===== src/rtl/tmboc_acq_corr_pkg.sv =====
// Shared B1 acquisition definitions: default widths and the coherent-accumulation FSM encoding.
package tmboc_acq_corr_pkg;

  localparam int SAMPLE_WIDTH_DEF  = 8;
  localparam int CORR_WIDTH_DEF    = 24;
  localparam int PRN_PHS_WIDTH_DEF = 15;

  typedef enum logic {
    IDLE  = 1'b0,
    ACCUM = 1'b1
  } acq_state_t;

endpackage


===== src/rtl/tmboc_acq_corr_sat_add.sv =====
// Signed saturating adder: the result clamps to the representable range instead of wrapping.
module tmboc_acq_corr_sat_add
  import tmboc_acq_corr_pkg::*;
#(
  parameter int WIDTH = CORR_WIDTH_DEF
) (
  input  logic signed [WIDTH-1:0] a,
  input  logic signed [WIDTH-1:0] b,
  output logic signed [WIDTH-1:0] y
);

  function automatic logic signed [WIDTH-1:0] sat_w(input logic signed [WIDTH:0] s);
    if (s[WIDTH] != s[WIDTH-1])
      return s[WIDTH] ? {1'b1, {(WIDTH-1){1'b0}}} : {1'b0, {(WIDTH-1){1'b1}}};
    return s[WIDTH-1:0];
  endfunction

  logic signed [WIDTH:0] sum_ext;

  assign sum_ext = {a[WIDTH-1], a} + {b[WIDTH-1], b};
  assign y       = sat_w(sum_ext);

endmodule


===== src/rtl/tmboc_acq_corr.sv =====
// TMBOC coherent acquisition correlator: wipes the local code off I/Q over one PRN period,
// then squares and sums the result into an energy value behind a valid/ready holding register.
module tmboc_acq_corr
  import tmboc_acq_corr_pkg::*;
#(
  parameter int SAMPLE_WIDTH  = SAMPLE_WIDTH_DEF,
  parameter int CORR_WIDTH    = CORR_WIDTH_DEF,
  parameter int PRN_PHS_WIDTH = PRN_PHS_WIDTH_DEF
) (
  input  logic                            rx_clk,
  input  logic                            rx_rst,
  input  logic                            rx_en,
  input  logic signed [SAMPLE_WIDTH-1:0]  rx_samp_i,
  input  logic signed [SAMPLE_WIDTH-1:0]  rx_samp_q,
  input  logic                            rx_loc_code,
  input  logic                            rx_prn_sop,
  input  logic                            rx_prn_eop,
  input  logic                            rx_corr_ready,
  output logic signed [CORR_WIDTH-1:0]    tx_corr_i,
  output logic signed [CORR_WIDTH-1:0]    tx_corr_q,
  output logic        [2*CORR_WIDTH:0]    tx_corr_energy,
  output logic        [PRN_PHS_WIDTH-1:0] tx_corr_len,
  output logic                            tx_corr_valid,
  output logic                            tx_corr_ovf
);

  localparam int SQ_W = 2 * CORR_WIDTH;

  function automatic logic [SQ_W-1:0] square(input logic signed [CORR_WIDTH-1:0] v);
    logic signed [SQ_W-1:0] e;
    e = {{CORR_WIDTH{v[CORR_WIDTH-1]}}, v};
    return $unsigned(e * e);
  endfunction

  acq_state_t state_q, state_d;
  logic load, accum, done;

  logic signed [CORR_WIDTH-1:0] ext_i, ext_q, term_i, term_q;
  logic signed [CORR_WIDTH-1:0] acc_i, acc_q, sum_i, sum_q, nxt_i, nxt_q;
  logic        [PRN_PHS_WIDTH-1:0] cnt, cnt_nxt;

  logic signed [CORR_WIDTH-1:0]    i_p0, q_p0, i_p1, q_p1;
  logic        [PRN_PHS_WIDTH-1:0] len_p0, len_p1;
  logic        [SQ_W-1:0]          sq_i_p1, sq_q_p1;
  logic                            vld_p0, vld_p1;

  // Code wipe-off: chip 1 is -1, so the sample is negated after widening.
  assign ext_i  = {{(CORR_WIDTH-SAMPLE_WIDTH){rx_samp_i[SAMPLE_WIDTH-1]}}, rx_samp_i};
  assign ext_q  = {{(CORR_WIDTH-SAMPLE_WIDTH){rx_samp_q[SAMPLE_WIDTH-1]}}, rx_samp_q};
  assign term_i = rx_loc_code ? -ext_i : ext_i;
  assign term_q = rx_loc_code ? -ext_q : ext_q;

  tmboc_acq_corr_sat_add #(.WIDTH(CORR_WIDTH)) sat_add_i (.a(acc_i), .b(term_i), .y(sum_i));
  tmboc_acq_corr_sat_add #(.WIDTH(CORR_WIDTH)) sat_add_q (.a(acc_q), .b(term_q), .y(sum_q));

  assign nxt_i   = load ? term_i : sum_i;
  assign nxt_q   = load ? term_q : sum_q;
  assign cnt_nxt = load ? PRN_PHS_WIDTH'(1) : (&cnt ? cnt : cnt + PRN_PHS_WIDTH'(1));

  always_ff @(posedge rx_clk) begin
    if (rx_rst) state_q <= IDLE;
    else if (rx_en) state_q <= state_d;
  end

  // sop restarts from any state; eop only closes a period that is open (or opening now).
  always_comb begin
    state_d = state_q;
    load    = 1'b0;
    accum   = 1'b0;
    done    = 1'b0;
    if (rx_en) begin
      if (rx_prn_sop) begin
        load    = 1'b1;
        done    = rx_prn_eop;
        state_d = rx_prn_eop ? IDLE : ACCUM;
      end else if (state_q == ACCUM) begin
        accum = 1'b1;
        if (rx_prn_eop) begin
          done    = 1'b1;
          state_d = IDLE;
        end
      end
    end
  end

  always_ff @(posedge rx_clk) begin
    if (rx_rst) begin
      acc_i <= '0;
      acc_q <= '0;
      cnt   <= '0;
    end else if (load || accum) begin
      acc_i <= nxt_i;
      acc_q <= nxt_q;
      cnt   <= cnt_nxt;
    end
  end

  // p0: capture the completed period, including the eop sample.
  always_ff @(posedge rx_clk) begin
    if (rx_rst) begin
      vld_p0 <= 1'b0;
      i_p0   <= '0;
      q_p0   <= '0;
      len_p0 <= '0;
    end else if (rx_en) begin
      vld_p0 <= done;
      if (done) begin
        i_p0   <= nxt_i;
        q_p0   <= nxt_q;
        len_p0 <= cnt_nxt;
      end
    end
  end

  // p1: squares.
  always_ff @(posedge rx_clk) begin
    if (rx_rst) begin
      vld_p1  <= 1'b0;
      i_p1    <= '0;
      q_p1    <= '0;
      len_p1  <= '0;
      sq_i_p1 <= '0;
      sq_q_p1 <= '0;
    end else if (rx_en) begin
      vld_p1 <= vld_p0;
      if (vld_p0) begin
        i_p1    <= i_p0;
        q_p1    <= q_p0;
        len_p1  <= len_p0;
        sq_i_p1 <= square(i_p0);
        sq_q_p1 <= square(q_p0);
      end
    end
  end

  // Output holding register: loads when empty or being accepted, otherwise drops and flags.
  always_ff @(posedge rx_clk) begin
    if (rx_rst) begin
      tx_corr_valid  <= 1'b0;
      tx_corr_ovf    <= 1'b0;
      tx_corr_i      <= '0;
      tx_corr_q      <= '0;
      tx_corr_len    <= '0;
      tx_corr_energy <= '0;
    end else if (rx_en) begin
      if (!tx_corr_valid || rx_corr_ready) begin
        tx_corr_valid <= vld_p1;
        if (vld_p1) begin
          tx_corr_i      <= i_p1;
          tx_corr_q      <= q_p1;
          tx_corr_len    <= len_p1;
          tx_corr_energy <= {1'b0, sq_i_p1} + {1'b0, sq_q_p1};
        end
      end else if (vld_p1) begin
        tx_corr_ovf <= 1'b1;
      end
    end
  end

endmodule


===== config.mk =====
export PLATFORM = sky130hd
export DESIGN_NAME = tmboc_acq_corr
export DESIGN_NICKNAME = d
export VERILOG_FILES = /design/src/rtl/tmboc_acq_corr_pkg.sv /design/src/rtl/tmboc_acq_corr_sat_add.sv /design/src/rtl/tmboc_acq_corr.sv
export SDC_FILE = /design/constraint.sdc
export NUM_CORES = 2
export LEC_CHECK = 0
export ABC_AREA = 1
export BUFFER_PORTS_ARGS = -buffer_cell sky130_fd_sc_hd__buf_2
export CORE_ASPECT_RATIO = 1.1
export CORE_MARGIN = 5
export CORE_UTILIZATION = 50
export DETAILED_ROUTE_END_ITERATION = 16
export GPL_TIMING_DRIVEN = 0
export PLACE_DENSITY = 0.65
export SYNTH_ARGS = -nofsm -noshare
export SYNTH_HDL_FRONTEND = slang
export SYNTH_SLANG_ARGS = --single-unit

===== constraint.sdc =====
create_clock -name rx_clk -period 14.8 [get_ports rx_clk]
set_clock_uncertainty 0.15 [all_clocks]
set_input_delay 0.74 -clock rx_clk [delete_from_list [all_inputs] [get_ports rx_clk]]
set_output_delay 0.74 -clock rx_clk [all_outputs]
set_load 0.02 [all_outputs]

Yosys cells after proc, flatten, opt, wreduce, memory -nomap -nowiden:

Cells that the tools add are included.

* output and inout port bits: 114
* register bits: 402
* word-level logic and storage cells: 66
* bits of input ports: 23

* equal/unequal tests: 2
* reductions and logical operators: 9
* bitwise logic cells: 1
* multipliers: 2
* add/sub/neg operators: 6
* mux-type cells: 26

Operator list (number)
* 24-bit two-way mux: 10
* 24-bit by 24-bit multiplier with 48-bit output: 2
* 24-bit by 24-bit adder with 25-bit output: 2
* 48-bit by 48-bit adder with 49-bit output: 1
* 8-bit negator with 24-bit output: 2
* 15-bit two-way mux: 2
* 15-bit by 1-bit adder with 15-bit output, second input constant: 1
* 15-bit AND reduction: 1
* 1-bit two-way mux: 14
* 2-bit AND reduction: 3
* 3-bit AND reduction: 2
* 1-bit logical OR: 2
* 1-bit inequality test: 2
* 1-bit logical NOT: 1
* 1-bit NOT: 1

Longest topological paths before layout:

* word-level depth: 7
* depth in mapped cells: 31
* gate-level depth less buffers: 29

Modules after synthesis:

Synthesis repeated with hierarchy kept, for this count alone.

* cell total of the unflattened synthesis: 8693
* area, all modules: 63950.1 µm²

Modules (own cells, without submodules)
* tmboc_acq_corr: cells an instance 7983, times used 1, area an instance 60241.5 µm²
* tmboc_acq_corr_sat_add: cells an instance 355, times used 2, area an instance 1854.3 µm²

Worst setup path before layout:

No wires, ideal clock.

* kind: reg2reg
* start point: register q_p0[23]
* end point: register sq_q_p1[44]
* data required time: 14.541 ns
* data arrival time: 6.739 ns
* path buffers: 2
* stages on the path, launching flop included: 26
* setup slack: 7.802 ns
* cell sequence: dfxtp_1 -> clkbuf_1 -> buf_1 -> nand2_1 -> inv_1 -> fa_1 -> fa_1 -> inv_1 -> fa_1 -> inv_1 -> fa_1 -> fa_1 -> fa_1 -> inv_1 -> fa_1 -> inv_1 -> ha_1 -> nand2_1 -> nor2_1 -> inv_1 -> nor4_1 -> nand4_1 -> nand4_1 -> nand3_1 -> nand2_1 -> inv_1

* word-level cells in the longest chain between the ends: 1

RTL lines
* from (decl): RTL line tmboc_acq_corr.sv:42 `logic signed [CORR_WIDTH-1:0] i_p0, q_p0, i_p1, q_p1;`
* from (signal assigned): RTL line tmboc_acq_corr.sv:109 `q_p0 <= nxt_q;`
* 24-bit by 24-bit multiplier with 48-bit output: RTL line tmboc_acq_corr.sv:32 `return $unsigned(e * e);`
* to (signal assigned): RTL line tmboc_acq_corr.sv:131 `sq_q_p1 <= square(q_p0);`
* to (decl): RTL line tmboc_acq_corr.sv:44 `logic [SQ_W-1:0] sq_i_p1, sq_q_p1;`

Every way passes these cells.
A chain may end at the register's enable or synchronous reset.

Worst setup path in the final report:

* start point: register i_p0[2]
* end point: register sq_i_p1[40]

* word-level cells in the longest chain between the ends: 1

RTL lines
* from (decl): RTL line tmboc_acq_corr.sv:42
* from (signal assigned): RTL line tmboc_acq_corr.sv:108 `i_p0 <= nxt_i;`
* 24-bit by 24-bit multiplier with 48-bit output: RTL line tmboc_acq_corr.sv:32
* to (signal assigned): RTL line tmboc_acq_corr.sv:130 `sq_i_p1 <= square(i_p0);`
* to (decl): RTL line tmboc_acq_corr.sv:44

Every way passes these cells.

==> flow_summary_export.csv <==
group,metric,value,unit
power,leakage,0.0366,uW
timing,period_minus_slack,9320,ps
placed_design,portBuffers,133,
cells_and_area,fillers,12100,
critical_path,path_buf_inv,7,
drt,drtIter0Drc,4396,
drt,wl_met2,94700,um
grt,grt_max_degree,16,
timing,fin_setup_tns,0,ps
timing,tightest_slew,1400,ps
placed_design,place.gp.congestion,1.03,
drt,vias,52600,
critical_path,crit_path_max_fanout,10,
placed_design,hpwl,178000,um
die,die_x,344,um
grt,antenna_found_initial,4,
timing,fin_ws,5480,ps
cells_and_area,fin_cells,9930,
placed_design,pre_cts_ws,5610,ps
clock_tree,clock_path_buffers,3,
critical_path,crit_cells,24,
clock_tree,post_cts_resized,0,
timing,slew_violations,0,
grt,grt_pass1_wl,320000,um
drt,wire_per_inst,21.1,um
critical_path,path_class,"reg -> reg",
logic_synthesis,synth_nets,9595,
cells_and_area,fin_nets,9776,
placed_design,dp_cells,9845,
die,core_area,123000,um^2
logic_synthesis,synth_seq_area_share,13.0,%
critical_path,reg2reg_depth,24,
timing,whs,258,ps
timing,rsz0062_at_grt,"no",
drt,vias_per_cell,5.30,
logic_synthesis,synth-main-ff-cell,"dfxtp_1",
timing,finalSetupViolations,0,
grt,grt.overflow.total,0,
clock_tree,cts_tree,"built",
clock_tree,cts_buffers,46,
critical_path,worstPathArrival,9750,ps
clock_tree,cts_max_level,2,
critical_path,slowest_stage,"fa_1",
die,fp.dieH,378,um
cells_and_area,regMostFlops,"tx_corr_energy",
grt,grt_pass1_vias,54400,
timing,finalHoldViolCount,0,
critical_path,worstPathRequired,15230,ps
cells_and_area,drive_gt1_share,3.63,%
logic_synthesis,synth_cell_types,51,
power,power_density,72.4,nW/um^2
logic_synthesis,syn_area,61500,um^2
critical_path,crit_top_cell,"fa_1",
power,ir_drop,0.0000815,V
clock_tree,clock_latency,630,ps
critical_path,reg2reg_from,"i_p0[2]",
cells_and_area,top_regs,"tx_corr_energy: 49 flops, sq_i_p1: 46 flops, sq_q_p1: 46 flops",
critical_path,rrSetupSlack,5480,ps
critical_path,worstSetupStartpoint,"i_p0[2]",
critical_path,critPathCaptureType,"register",
logic_synthesis,ys_seq_elements,398,
timing,fin_crit_sh,63.0,%
timing,max-slew-margin-rel,6.88,%
critical_path,cp_top_family,"adder cells",
drt,drt_first_pass_iters,6,
timing,fmax,107,MHz
drt,ant_nets,0,
clock_tree,ctsHoldBuffers,0,
cells_and_area,syn_to_final_growth,6.93,%
drt,wl_met1,85700,um
critical_path,endpoint,"sq_i_p1[40]",
drt,drc,0,
logic_synthesis,synth_edf_count,0,
cells_and_area,seqCellArea,7970,um^2
die,dieArea,130000,um^2
critical_path,r2r-end,"sq_i_p1[40]",
grt,track_usage,32.7,%
min_path,hold_class,"in -> reg",
logic_synthesis,yosysWarnings,0,
logic_synthesis,syn_inst,8068,
die,rows,135,
critical_path,slowest_delay,820,ps
cells_and_area,largest_reg_flops,49,
clock_tree,clk_pin_slew,60,ps
clock_tree,cts_setup_buffers,0,
logic_synthesis,async_reset_ff_share,0,%
drt,wl_met3,19200,um
critical_path,startpoint_type,"register",
die,ios,137,
cells_and_area,multi_input_area,44600,um^2
clock_tree,root_buffer,"clkbuf_16",
run,cap_violations,0,
clock_tree,clock-sinks,398,
drt,drt-total-wl,210000,um
drt,top_layer_used,"met4",
critical_path,crit_chain,"clkbuf_1, clkbuf_1, nand2_1, inv_1, fa_1, fa_1, inv_1, fa_1, inv_1, fa_1, fa_1, fa_1, fa_1, ha_1, nand2_1, nor2_1, inv_1, nor3_1, nand3_1, nand4_1, nor2_1, o21ai_0, nand2_1, inv_1",
status,status,"finished clean",
logic_synthesis,avgSynthCellArea,7.62,um^2
die,start_util,50.1,%
## cells in the mapped netlist (2+ instances only)
cell / count / area (um^2)
inv_1: 2046 / 7680
nand2_1: 1432 / 5380
fa_1: 1114 / 22300
nor2_1: 827 / 3100
o21ai_0: 495 / 2480
dfxtp_1: 398 / 7970
ha_1: 390 / 4880
a21oi_1: 381 / 1910
clkbuf_1: 263 / 987
nand3_1: 208 / 1040
xor2_1: 97 / 850
xnor2_1: 57 / 499
nand4_1: 49 / 307
nor3_1: 49 / 245
o21bai_1: 41 / 308
or2_2: 25 / 156
o211ai_1: 24 / 180
a31oi_1: 19 / 119
nand2_2: 19 / 119
a21o_1: 18 / 135
buf_1: 13 / 48.8
nor4_1: 11 / 68.8
a21boi_0: 8 / 60.1
buf_6: 8 / 90.1
inv_2: 8 / 30.0
o21a_1: 7 / 52.6
buf_2: 6 / 30.0
nand3b_1: 5 / 37.5
a31o_2: 4 / 35.0
and2_1: 4 / 25.0
and3_1: 4 / 25.0
nor2_2: 4 / 25.0
o21ai_1: 4 / 20.0
a21oi_2: 3 / 26.3
o221ai_1: 3 / 26.3
a211oi_1: 2 / 15.0
nand2_4: 2 / 22.5
nor2_4: 2 / 22.5
nor3_2: 2 / 20.0
nor3b_1: 2 / 15.0
o21ai_2: 2 / 17.5
o31ai_1: 2 / 15.0
or2_1: 2 / 12.5
## final cells by class
cell class                      count  area share [%]
Clock inverter                     23           0.373
Inverter                         2055            11.7
Multi-Input combinational cell   5324            67.9
Antenna cell                        2         0.00762
Timing Repair Buffer              133            1.01
Sequential cell                   398            12.1
Buffer                            291            1.77
Clock buffer                       60            1.96
Tap cell                         1644            3.13
## where the power goes
group	leakage, uW	switching (uW)	total, uW	internal (uW)
sequential	0.00324	44.6	1170	1120
clock	0.000749	515	1180	670
combinational	0.0326	1630	2410	774
total	0.0366	2190	4760	2570
## routing by layer
layer / global-route usage [%] / up-vias
met2: 52.5 / 2105
met4: 12.7 / 0
met5: 0 / -
met3: 7.56 / 482
li1: - / 24300
met1: 43.0 / 25700
## cells by family (layout without fill, tap and decap cells)
group,count (synthesis),in the layout,synth area share (%)
AO/OA/AOI/OAI,1016,1016,8.83
flip-flops,398,398,13.0
XOR/XNOR,154,154,2.19
buffers and inverters,2346,2562,14.4
AND/OR/NAND/NOR,2650,2650,17.3
adder cells (fa/ha/maj),1504,1504,44.2
other,0,2,0
## cells in the final DEF, fill, tap and decap left out, types with 24 or more instances in the layout
cell type | synthesis | routed
a21oi_1 | 381 | 381
buf_2 | 6 | 139
clkbuf_1 | 263 | 269
clkbuf_16 | 0 | 47
dfxtp_1 | 398 | 398
fa_1 | 1114 | 1114
ha_1 | 390 | 390
inv_1 | 2046 | 2046
nand2_1 | 1432 | 1432
nand3_1 | 208 | 208
nand4_1 | 49 | 49
nor2_1 | 827 | 827
nor3_1 | 49 | 49
o211ai_1 | 24 | 24
o21ai_0 | 495 | 495
o21bai_1 | 41 | 41
or2_2 | 25 | 25
xnor2_1 | 57 | 57
xor2_1 | 97 | 97
## how the worst min path moves through the flow
| stage | from | endpoint | depth (start not counted) |
|---|---|---|---|
| 2_1_floorplan | vld_p0 | vld_p0 | 2 |
| 6_report | rx_prn_eop | state_q | 2 |
| 4_1_cts | rx_prn_eop | state_q | 2 |
| 3_3_place_gp | i_p1[1] | i_p1[1] | 2 |
| 3_5_place_dp | sq_q_p1[2] | sq_q_p1[2] | 2 |
| 5_1_grt | rx_prn_eop | state_q | 2 |
## metrics by stage
step / power, uW / cell area, um^2 / util [%]
after CTS: 4720 / 65700 / 53.6
after global placement: 3510 / 64200 / 52.3
after floorplan: 2700 / 61500 / -
after global routing: 5060 / 65700 / 53.6
after detailed placement: 3540 / 64200 / 52.3
final: 4760 / 65700 / 53.6
## worst register-to-register path, cell delays in order (launching register included)
cell and delay (ps):
dfxtp_1 570, clkbuf_1 770, clkbuf_1 590, nand2_1 110
inv_1 100, fa_1 560, fa_1 780, inv_1 270
fa_1 820, inv_1 320, fa_1 530, fa_1 560
fa_1 430, fa_1 450, ha_1 490, nand2_1 160
nor2_1 200, inv_1 110, nor3_1 270, nand3_1 120
nand4_1 180, nor2_1 50, o21ai_0 540, nand2_1 100
inv_1 70
Note: power is estimated with default switching activity, not from simulation.
